<file path="src/rtl/fifo_rd_burst_pkg.sv">
// -----------------------------------------------------------------------------
// fifo_rd_burst_pkg
// Shared definitions for the fifo_syn read-side burst master:
//   - clog2           : ceiling log2 used to size counters from parameters
//   - state_e         : burst FSM state encoding (IDLE/BURST/DRAIN)
//   - prog_empty_ok   : checks that a fifo_syn programmable-empty threshold
//                       is deep enough to cover a whole burst
//   - prog_full_ok    : checks that a fifo_syn programmable-full threshold
//                       fits inside the FIFO depth
// -----------------------------------------------------------------------------
package fifo_rd_burst_pkg;

    typedef enum logic [1:0] {
        ST_IDLE  = 2'd0,
        ST_BURST = 2'd1,
        ST_DRAIN = 2'd2
    } state_e;

    // Number of bits needed to represent values 0..value-1.
    function automatic int clog2(input int value);
        int res;
        int v;
        res = 0;
        v   = value - 1;
        while (v > 0) begin
            res = res + 1;
            v   = v >> 1;
        end
        return res;
    endfunction

    // A burst may only start once the FIFO holds at least BURST_LEN words,
    // so prog_empty must stay high until that many are present.
    function automatic bit prog_empty_ok(input int pos_value, input int burst_len);
        return (pos_value >= burst_len);
    endfunction

    // The programmable-full threshold must be reachable within the FIFO.
    function automatic bit prog_full_ok(input int pos_value, input int depth);
        return (pos_value >= 1) && (pos_value <= depth);
    endfunction

endpackage

</file>
<file path="src/rtl/fifo_rd_skid.sv">
// -----------------------------------------------------------------------------
// fifo_rd_skid
// Two-entry in-order data+last queue sitting between the FIFO read data and
// the output stream. Entry 0 is always the head, so the output is driven
// straight from registers.
//
// Ports:
//   clk        in   clock
//   rst        in   asynchronous active-low reset
//   push       in   write push_data/push_last into the queue
//   push_data  in   DWTH  word to store
//   push_last  in   last-of-burst flag stored with the word
//   pop        in   head word consumed (m_valid & m_ready)
//   occupancy  out  2    number of stored words (0..2)
//   m_valid    out  head word valid
//   m_data     out  DWTH head word
//   m_last     out  head word last flag
// -----------------------------------------------------------------------------
module fifo_rd_skid #(
    parameter int DWTH = 4
) (
    input  logic            clk,
    input  logic            rst,
    input  logic            push,
    input  logic [DWTH-1:0] push_data,
    input  logic            push_last,
    input  logic            pop,
    output logic [1:0]      occupancy,
    output logic            m_valid,
    output logic [DWTH-1:0] m_data,
    output logic            m_last
);

    logic [DWTH-1:0] data_q [2];
    logic [DWTH-1:0] data_d [2];
    logic            last_q [2];
    logic            last_d [2];
    logic [1:0]      count_q;
    logic [1:0]      count_d;

    logic            pop_ok;
    logic            push_ok;
    logic [1:0]      base;

    always_comb begin
        data_d  = data_q;
        last_d  = last_q;
        pop_ok  = pop & (count_q != 2'd0);
        // Slot the new word lands in, after any same-cycle pop has shifted
        // the queue down by one.
        base    = count_q - {1'b0, pop_ok};
        // Upstream credit keeps the queue from overflowing; a push into a
        // full queue is ignored rather than corrupting the head.
        push_ok = push & (base < 2'd2);

        if (pop_ok) begin
            data_d[0] = data_q[1];
            last_d[0] = last_q[1];
        end
        if (push_ok) begin
            data_d[base[0]] = push_data;
            last_d[base[0]] = push_last;
        end
        count_d = base + {1'b0, push_ok};
    end

    always_ff @(posedge clk or negedge rst) begin
        if (!rst) begin
            count_q <= 2'd0;
            for (int i = 0; i < 2; i++) begin
                data_q[i] <= '0;
                last_q[i] <= 1'b0;
            end
        end else begin
            count_q <= count_d;
            for (int i = 0; i < 2; i++) begin
                data_q[i] <= data_d[i];
                last_q[i] <= last_d[i];
            end
        end
    end

    assign occupancy = count_q;
    assign m_valid   = (count_q != 2'd0);
    assign m_data    = data_q[0];
    assign m_last    = last_q[0];

endmodule

</file>
<file path="src/rtl/fifo_rd_burst.sv">
// -----------------------------------------------------------------------------
// fifo_rd_burst
// Read-side master for fifo_syn. Waits for prog_empty to drop, reads exactly
// BURST_LEN words, and re-presents them on a valid/ready stream with m_last
// on the final word of each burst. A 2-entry output queue plus credit-based
// read issue gives one word per cycle while the consumer keeps up and never
// overflows when it stalls.
//
// Ports:
//   clk              in   clock shared with the FIFO
//   rst              in   asynchronous active-low reset
//   fifo_rden        out  read strobe to fifo_syn
//   fifo_dout        in   FIFO_DWTH  FIFO read data
//   fifo_valid       in   FIFO read data valid (1 cycle after rden)
//   fifo_empty       in   FIFO empty flag
//   fifo_prog_empty  in   FIFO programmable-empty flag
//   m_data           out  FIFO_DWTH  output word
//   m_valid          out  output word valid
//   m_ready          in   consumer ready
//   m_last           out  last word of a burst
//   busy             out  FSM not idle
//   err              out  sticky: read data arrived with no read outstanding
// -----------------------------------------------------------------------------
module fifo_rd_burst
    import fifo_rd_burst_pkg::*;
#(
    parameter int FIFO_DWTH = 4,
    parameter int BURST_LEN = 4
) (
    input  logic                 clk,
    input  logic                 rst,
    output logic                 fifo_rden,
    input  logic [FIFO_DWTH-1:0] fifo_dout,
    input  logic                 fifo_valid,
    input  logic                 fifo_empty,
    input  logic                 fifo_prog_empty,
    output logic [FIFO_DWTH-1:0] m_data,
    output logic                 m_valid,
    input  logic                 m_ready,
    output logic                 m_last,
    output logic                 busy,
    output logic                 err
);

    localparam int CNT_W = clog2(BURST_LEN + 1);
    localparam logic [CNT_W-1:0] BURST_LEN_C = CNT_W'(BURST_LEN);
    localparam logic [CNT_W-1:0] LAST_IDX_C  = CNT_W'(BURST_LEN - 1);

    state_e           state_q;
    state_e           state_d;
    logic [CNT_W-1:0] rd_cnt_q;
    logic [CNT_W-1:0] rd_cnt_d;
    logic [CNT_W-1:0] wd_cnt_q;
    logic [CNT_W-1:0] wd_cnt_d;
    logic             inflight_q;
    logic             inflight_d;
    logic             err_q;
    logic             err_d;

    logic [1:0]       occupancy;
    logic             pop;
    logic             push;
    logic             push_last;
    logic [2:0]       credit_sum;
    logic             credit;
    logic             rden;

    // ------------------------------------------------------------------
    // Read issue. Words already buffered plus the one still coming back
    // from the FIFO, minus the one leaving this cycle, must leave room for
    // another word; that bounds the queue at 2 entries.
    // ------------------------------------------------------------------
    assign pop        = m_valid & m_ready;
    assign credit_sum = {1'b0, occupancy} + {2'b00, inflight_q} - {2'b00, pop};
    assign credit     = (credit_sum < 3'd2);
    assign rden       = (state_q == ST_BURST) & ~fifo_empty
                        & (rd_cnt_q < BURST_LEN_C) & credit;

    // Read data is only trusted when a read was issued the cycle before;
    // anything else is flagged and dropped.
    assign push       = fifo_valid & inflight_q;
    assign push_last  = (wd_cnt_q == LAST_IDX_C);

    // ------------------------------------------------------------------
    // FSM and counters
    // ------------------------------------------------------------------
    always_comb begin
        state_d  = state_q;
        rd_cnt_d = rd_cnt_q;
        wd_cnt_d = wd_cnt_q;

        if (rden) begin
            rd_cnt_d = rd_cnt_q + CNT_W'(1);
        end
        if (push) begin
            wd_cnt_d = wd_cnt_q + CNT_W'(1);
        end

        case (state_q)
            ST_IDLE: begin
                if (!fifo_prog_empty) begin
                    state_d  = ST_BURST;
                    rd_cnt_d = '0;
                    wd_cnt_d = '0;
                end
            end
            ST_BURST: begin
                // Empty FIFO simply pauses rden; the burst continues once
                // data returns, so there is no timeout path here.
                if (rden && (rd_cnt_q == LAST_IDX_C)) begin
                    state_d = ST_DRAIN;
                end
            end
            ST_DRAIN: begin
                // Leaving only once the last word has been accepted keeps
                // m_last aligned with burst boundaries.
                if ((occupancy == 2'd0) && !inflight_q) begin
                    state_d = ST_IDLE;
                end
            end
            default: begin
                state_d = ST_IDLE;
            end
        endcase
    end

    always_comb begin
        inflight_d = rden;
        err_d      = err_q | (fifo_valid & ~inflight_q);
    end

    always_ff @(posedge clk or negedge rst) begin
        if (!rst) begin
            state_q    <= ST_IDLE;
            rd_cnt_q   <= '0;
            wd_cnt_q   <= '0;
            inflight_q <= 1'b0;
            err_q      <= 1'b0;
        end else begin
            state_q    <= state_d;
            rd_cnt_q   <= rd_cnt_d;
            wd_cnt_q   <= wd_cnt_d;
            inflight_q <= inflight_d;
            err_q      <= err_d;
        end
    end

    // ------------------------------------------------------------------
    // Output queue
    // ------------------------------------------------------------------
    fifo_rd_skid #(
        .DWTH (FIFO_DWTH)
    ) u_skid (
        .clk       (clk),
        .rst       (rst),
        .push      (push),
        .push_data (fifo_dout),
        .push_last (push_last),
        .pop       (pop),
        .occupancy (occupancy),
        .m_valid   (m_valid),
        .m_data    (m_data),
        .m_last    (m_last)
    );

    assign fifo_rden = rden;
    assign busy      = (state_q != ST_IDLE);
    assign err       = err_q;

endmodule

</file>
<file path="config.mk">
export PLATFORM = sky130hd
export DESIGN_NAME = fifo_rd_burst
export DESIGN_NICKNAME = d
export VERILOG_FILES = /design/src/rtl/fifo_rd_burst_pkg.sv /design/src/rtl/fifo_rd_skid.sv /design/src/rtl/fifo_rd_burst.sv
export SDC_FILE = /design/constraint.sdc
export NUM_CORES = 1
export LEC_CHECK = 0
export ABC_CLOCK_PERIOD_IN_PS = 2750
export CAP_MARGIN = 20
export CORE_AREA = 2 2 58 49
export DETAILED_ROUTE_END_ITERATION = 6
export DIE_AREA = 0 0 60 51
export PLACE_DENSITY_LB_ADDON = 0.1
export SLEW_MARGIN = 20
export SYNTH_ARGS = -nofsm -noshare
export SYNTH_HDL_FRONTEND = slang
export SYNTH_SLANG_ARGS = --single-unit
export TNS_END_PERCENT = 20
</file>
<file path="constraint.sdc">
create_clock -name clk -period 2.75 [get_ports clk]
set_input_delay 0.55 -clock clk [delete_from_list [all_inputs] [get_ports clk]]
set_output_delay 0.55 -clock clk [all_outputs]
set_load 0.02 [all_outputs]
</file>
* Yosys cells after proc, flatten, opt, wreduce, memory -nomap -nowiden
Cells that the tools add are included.
** Word-level totals
- Register bits :: 22
- Input port bits :: 10
- Output and inout bits :: 9
- Word-level logic and storage cells :: 69
** Operators by class
- Add/subtract/negate cells :: 6
- Order comparisons :: 5
- Equal/unequal tests :: 7
- Mux-type cells :: 20
- Bitwise operators :: 12
- Reductions and logical operators :: 9
** Operators with widths (count)
- 3-bit 2-to-1 mux :: 6
- 1-bit AND :: 8
- 8-bit bitwise mux :: 1
- 2-bit 2-to-1 mux :: 4
- 4-bit 2-to-1 mux :: 2
- 8-bit 2-to-1 mux :: 1
- 3-bit by 1-bit adder with 3-bit output, second input constant :: 2
- 3-bit by 2-bit == test with 1-bit output, second input constant :: 2
- 2-bit one-hot mux with 3 select lines :: 1
- 4-bit demux with 1-bit select :: 1
- 2-bit logical NOT :: 2
- 2-bit inequality test, second input constant :: 2
- 2-bit nonzero test :: 2
- 2-bit by 1-bit adder with 3-bit output :: 1
- 1-bit logical AND :: 3
- 3-bit by 2-bit less-than comparator with 1-bit output, second input constant :: 1
- 3-bit less-than comparator, second input constant :: 1
- 3-bit AND reduction :: 1
- 3-bit by 1-bit subtractor with 3-bit output :: 1
- 2-bit by 1-bit adder with 2-bit output :: 1
- 2-bit bitwise mux :: 1
- 2-bit by 1-bit == test with 1-bit output, second input constant :: 1
- 2-bit == test, second input constant :: 1
- 2-bit >= comparator, second input constant :: 1
- 10 further kinds :: 12

* Logic depth before layout (Yosys ltp)
- Depth in word-level cells :: 11
- Depth in mapped cells :: 10
- Mapped depth without buffers :: 9

* Hierarchy
From an unflattened synthesis, not the netlist that was laid out.
** Unflattened totals
- Cell total of the unflattened synthesis :: 98
- Area total of the unflattened synthesis :: 1176.1 um^2
** Modules (own cells, without submodules)
- fifo_rd_burst :: instances 1, cells each 55, area each 591.8 um^2, sequential area each 250.2 um^2
- fifo_rd_skid :: instances 1, cells each 43, area each 584.3 um^2, sequential area each 300.3 um^2

* Least setup slack after synthesis
Ideal clock, no wire load.
- Kind :: flip-flop to output port
- Start point :: register u_skid.count_q[1], in the netlist u_skid.occupancy[1]
- End point :: output port fifo_rden
- Arrival :: 2.195 ns
- Slack :: 0.005 ns
- Stages on the path, launching flop included :: 10
- Buffers on the path :: 1
- Cell sequence :: dfrtp_1 -> o21ai_2 -> inv_1 -> ha_1 -> inv_1 -> nand2_1 -> fa_1 -> inv_1 -> and4bb_1 -> buf_2
** On the way
- Longest elaborated chain between the ends :: 5
- Elaborated cells on any way between the ends :: 6
- Classes of those cells :: add/sub (2); order compare (1); bitwise (2); reduce/logical (1)
** Ends and longest elaborated chain
- start, declared :: RTL line fifo_rd_skid.sv:38 : logic [1:0] count_q;
- start signal, assigned :: RTL line fifo_rd_skid.sv:75 : count_q <= count_d;
- branches (longest 2 deep; another with 2-bit by 1-bit adder with 3-bit output)
- 3-bit by 1-bit subtractor with 3-bit output (*) :: RTL line fifo_rd_burst.sv:74 : assign credit_sum = {1'b0, occupancy} + {2'b00, inflight_q} - {2'b00, pop};
- 3-bit by 2-bit less-than comparator with 1-bit output (*) :: RTL line fifo_rd_burst.sv:75 : assign credit = (credit_sum < 3'd2);
- 1-bit AND (*) :: RTL line fifo_rd_burst.sv:77 : & (rd_cnt_q < BURST_LEN_C) & credit;
- end, declared :: RTL line fifo_rd_burst.sv:32 : output logic fifo_rden,
Mark *: on every way between the ends.

* Worst setup path in the final report
- Start point :: register u_skid.count_q[0], in the netlist u_skid.occupancy[0]
- End point :: output port fifo_rden
The elaborated chain is that of the path after synthesis.

==> results.yml <==
finish:
  multi_input_area_um2: 487
  ff_latch_area_um2: 551
  post-route-util: 0.557
  fillCellCount: 223
  fin_nets: 147
  synthToLayoutAreaGrowth_pct: 29.7
  drive_gt1_frac: 0.266
  num_antenna_cells: 0
placed_design:
  place_congestion: 0.766
  dpl_worst_slack_ps: -797
  dp_hpwl_um: 1430
  io_buffer_count: 18
cts:
  tritoncts: "built"
  cts-htree-levels: 1
  cts.sinks: 22
  clockBufferDepth: 2
  clkTransAtPathRegs_ps: 110
  cts_root_buf: "clkbuf_4"
  cts_hold_buf: 0
  cts_buffers: 3
  clk_latency_ps: 300
routing:
  drtIter0Drc: 33
  firstDrtPassIters: 6
  via_count: 783
  vias_per_cell: 4.72
  drtAntennaViolNets: 0
  drc: 0
  drt-total-wl_um: 1910
  wl_per_cell_um: 11.5
global_routing:
  grt_max_degree: 23
  grtUsageTotal: 0.149
  grt_overflow_total: 0
  antenna_found_initial: 0
  grt_pass1_wl_um: 3390
  grt_pass1_vias: 786
min_path:
  min_path_type: "flop to flop"
  min_from: "err$_DFF_PN0_"
worst_setup_path:
  crit_chain: "o21ai_2, inv_2, ha_4, inv_2, nand2_2, fa_2, inv_2, and4bb_2, buf_6"
  regToRegStartpoint: "u_skid.occupancy[0]$_DFF_PN0_"
  crit_required_ps: 2200
  cpMostUsedCell: "inv_2"
  worstSetupPathType: "flop to output port"
  slowest_stage: "fa_2"
  critPathCaptureType: "output port"
  slowest_delay_ps: 530
  crit_arrival_ps: 2250
  cp-start-kind: "flop"
  cp-startpoint: "u_skid.occupancy[0]$_DFF_PN0_"
  path_max_fanout: 2
sta:
  post-route-period-util: 1.02
  skew_ps: 2.75
  rsz0062_at_grt: "yes"
  fin_ws_ps: -53.1
  slew_headroom: 0.815
  hold_viol_final: 0
  clock.fmax_ghz: 0.357
  worst_pin_slew_ps: 278
  final-setup-viol-count: 1
  drv_slew: 0
  min_period_ps: 2800
synth:
  ys_seq_area_frac: 0.498
  synth_area_per_cell_um2: 10.9
  ys_warn_count: 0
  synth_nets: 119
  synthCells: 101
  mappedNetlistArea_um2: 1100
  synth_cell_types: 28
  ys_ff_latch: 22
die:
  start_util: 0.429
  fp.dieW_um: 60
  row_count: 17
  ios: 19
  fp.dieH_um: 51
  core_um2: 2570
  die_area_um2: 3060
run_status:
  status: "finished, violations left"
  violations: "setup timing"
power_and_ir_drop:
  ir_worst_vdd_uv: 413
  pwr_density_cell_nw_per_um2: 936
  p_leak_nw: 0.686
flow_run:
  cap_violations: 0
power by group:
| group | internal, mW | total (mW) | switching, mW | leakage [nW] |
|---|---|---|---|---|
| combinational | 0.368 | 0.669 | 0.301 | 0.385 |
| sequential | 0.436 | 0.502 | 0.0659 | 0.280 |
| clock | 0.0807 | 0.171 | 0.0900 | 0.0210 |
placed cells by master (no fill, tap or decap), types with 2 or more instances in the layout:
cell type / n
clkdlybuf4s50_1: 16
a21oi_1: 7
nand2b_1: 2
inv_1: 7
nor2_1: 10
or2_2: 2
ha_1: 6
mux2i_1: 7
buf_4: 12
mux2_2: 5
inv_2: 4
dfrtp_1: 22
nand2_1: 4
clkbuf_4: 3
xor2_1: 2
worst paths after layout:
kind / end / slack, ps / cells past startpoint
worst min register to register: err$_DFF_PN0_ / 470 / 1
max in group asynchronous: err$_DFF_PN0_ / 1940 / 2
min in group asynchronous: rd_cnt_q[2]$_DFF_PN0_ / 590 / 2
worst max register to register: rd_cnt_q[0]$_DFF_PN0_ / 530 / 10
worst max-delay path: fifo_rden / -50 / 9
worst min-delay path: err$_DFF_PN0_ / 470 / 1
through the flow:
step | hold WS (ps) | instance area [um^2] | instances | TNS [ps] | power, mW
floorplan | 254 | 1100 | 101 | 0 | 0.905
global placement | 443 | 1360 | 160 | -773 | 1.09
detailed placement | 448 | 1360 | 160 | -913 | 1.11
CTS | 482 | 1430 | 165 | -85.7 | 1.34
global route | 510 | 1430 | 166 | -200 | 1.47
finish | 471 | 1430 | 166 | -53.1 | 1.34
area by class of cell:
cell class / instances / area share
clock buffers: 4 / 0.0253
inverters: 11 / 0.0288
multi-input cells: 61 / 0.340
flip-flops and latches: 22 / 0.384
well taps: 38 / 0.0332
repair buffers: 30 / 0.189
critical path: cells and delay by family (launching register included):
kind            cells  cell delay, ps
fa+ha+maj           2             740
flops               1             410
buf+inv             4             270
simple gates        2             370
compound gates      1             170
layer usage:
layer	share of wire	GRT usage
met5	0	0
met4	0.0073	0.0333
met3	0.051	0.0456
met2	0.46	0.236
met1	0.48	0.201
logic make-up (layout without fill, tap and decap cells):
| logic type | Yosys count | in the layout | synth area share |
|---|---|---|---|
| flip-flops | 22 | 22 | 0.498 |
| multiplexers | 12 | 12 | 0.114 |
| XOR/XNOR | 3 | 3 | 0.0238 |
| buffers and inverters | 18 | 45 | 0.0770 |
| AO/OA/AOI/OAI | 13 | 13 | 0.0759 |
| adder cells (fa/ha/maj) | 8 | 8 | 0.0974 |
| AND/OR/NAND/NOR | 25 | 25 | 0.113 |
synthesized netlist by cell type:
master / number / share of area
mux2_2: 5 / 0.051
buf_2: 2 / 0.0091
inv_1: 11 / 0.037
a311oi_1: 1 / 0.0079
nand4_1: 1 / 0.0057
ha_1: 7 / 0.079
a31o_2: 1 / 0.0079
nand2_1: 5 / 0.017
clkbuf_1: 1 / 0.0034
fa_1: 1 / 0.018
nand2b_1: 2 / 0.011
or2_2: 2 / 0.011
a21oi_1: 7 / 0.032
dfrtp_1: 22 / 0.50
a21o_1: 1 / 0.0068
xnor2_1: 1 / 0.0079
nand4b_1: 1 / 0.0079
nand3_1: 1 / 0.0045
o21ai_2: 1 / 0.0079
buf_4: 4 / 0.027
and4bb_1: 1 / 0.011
nor3_1: 1 / 0.0045
or3_1: 1 / 0.0057
xor2_1: 2 / 0.016
nor2_1: 10 / 0.034
mux2i_1: 7 / 0.063
o22ai_1: 1 / 0.0057
a22o_1: 1 / 0.0079
repair_timing:
item / CTS / global route
pin swaps: 2 / 3
cloned: 0 / 0
gates resized for setup: 13 / 2
buffers inserted: 1 / 1
endpoints found under the setup margin: 1 / 1
No activity file was read; power rests on OpenSTA's default activity.
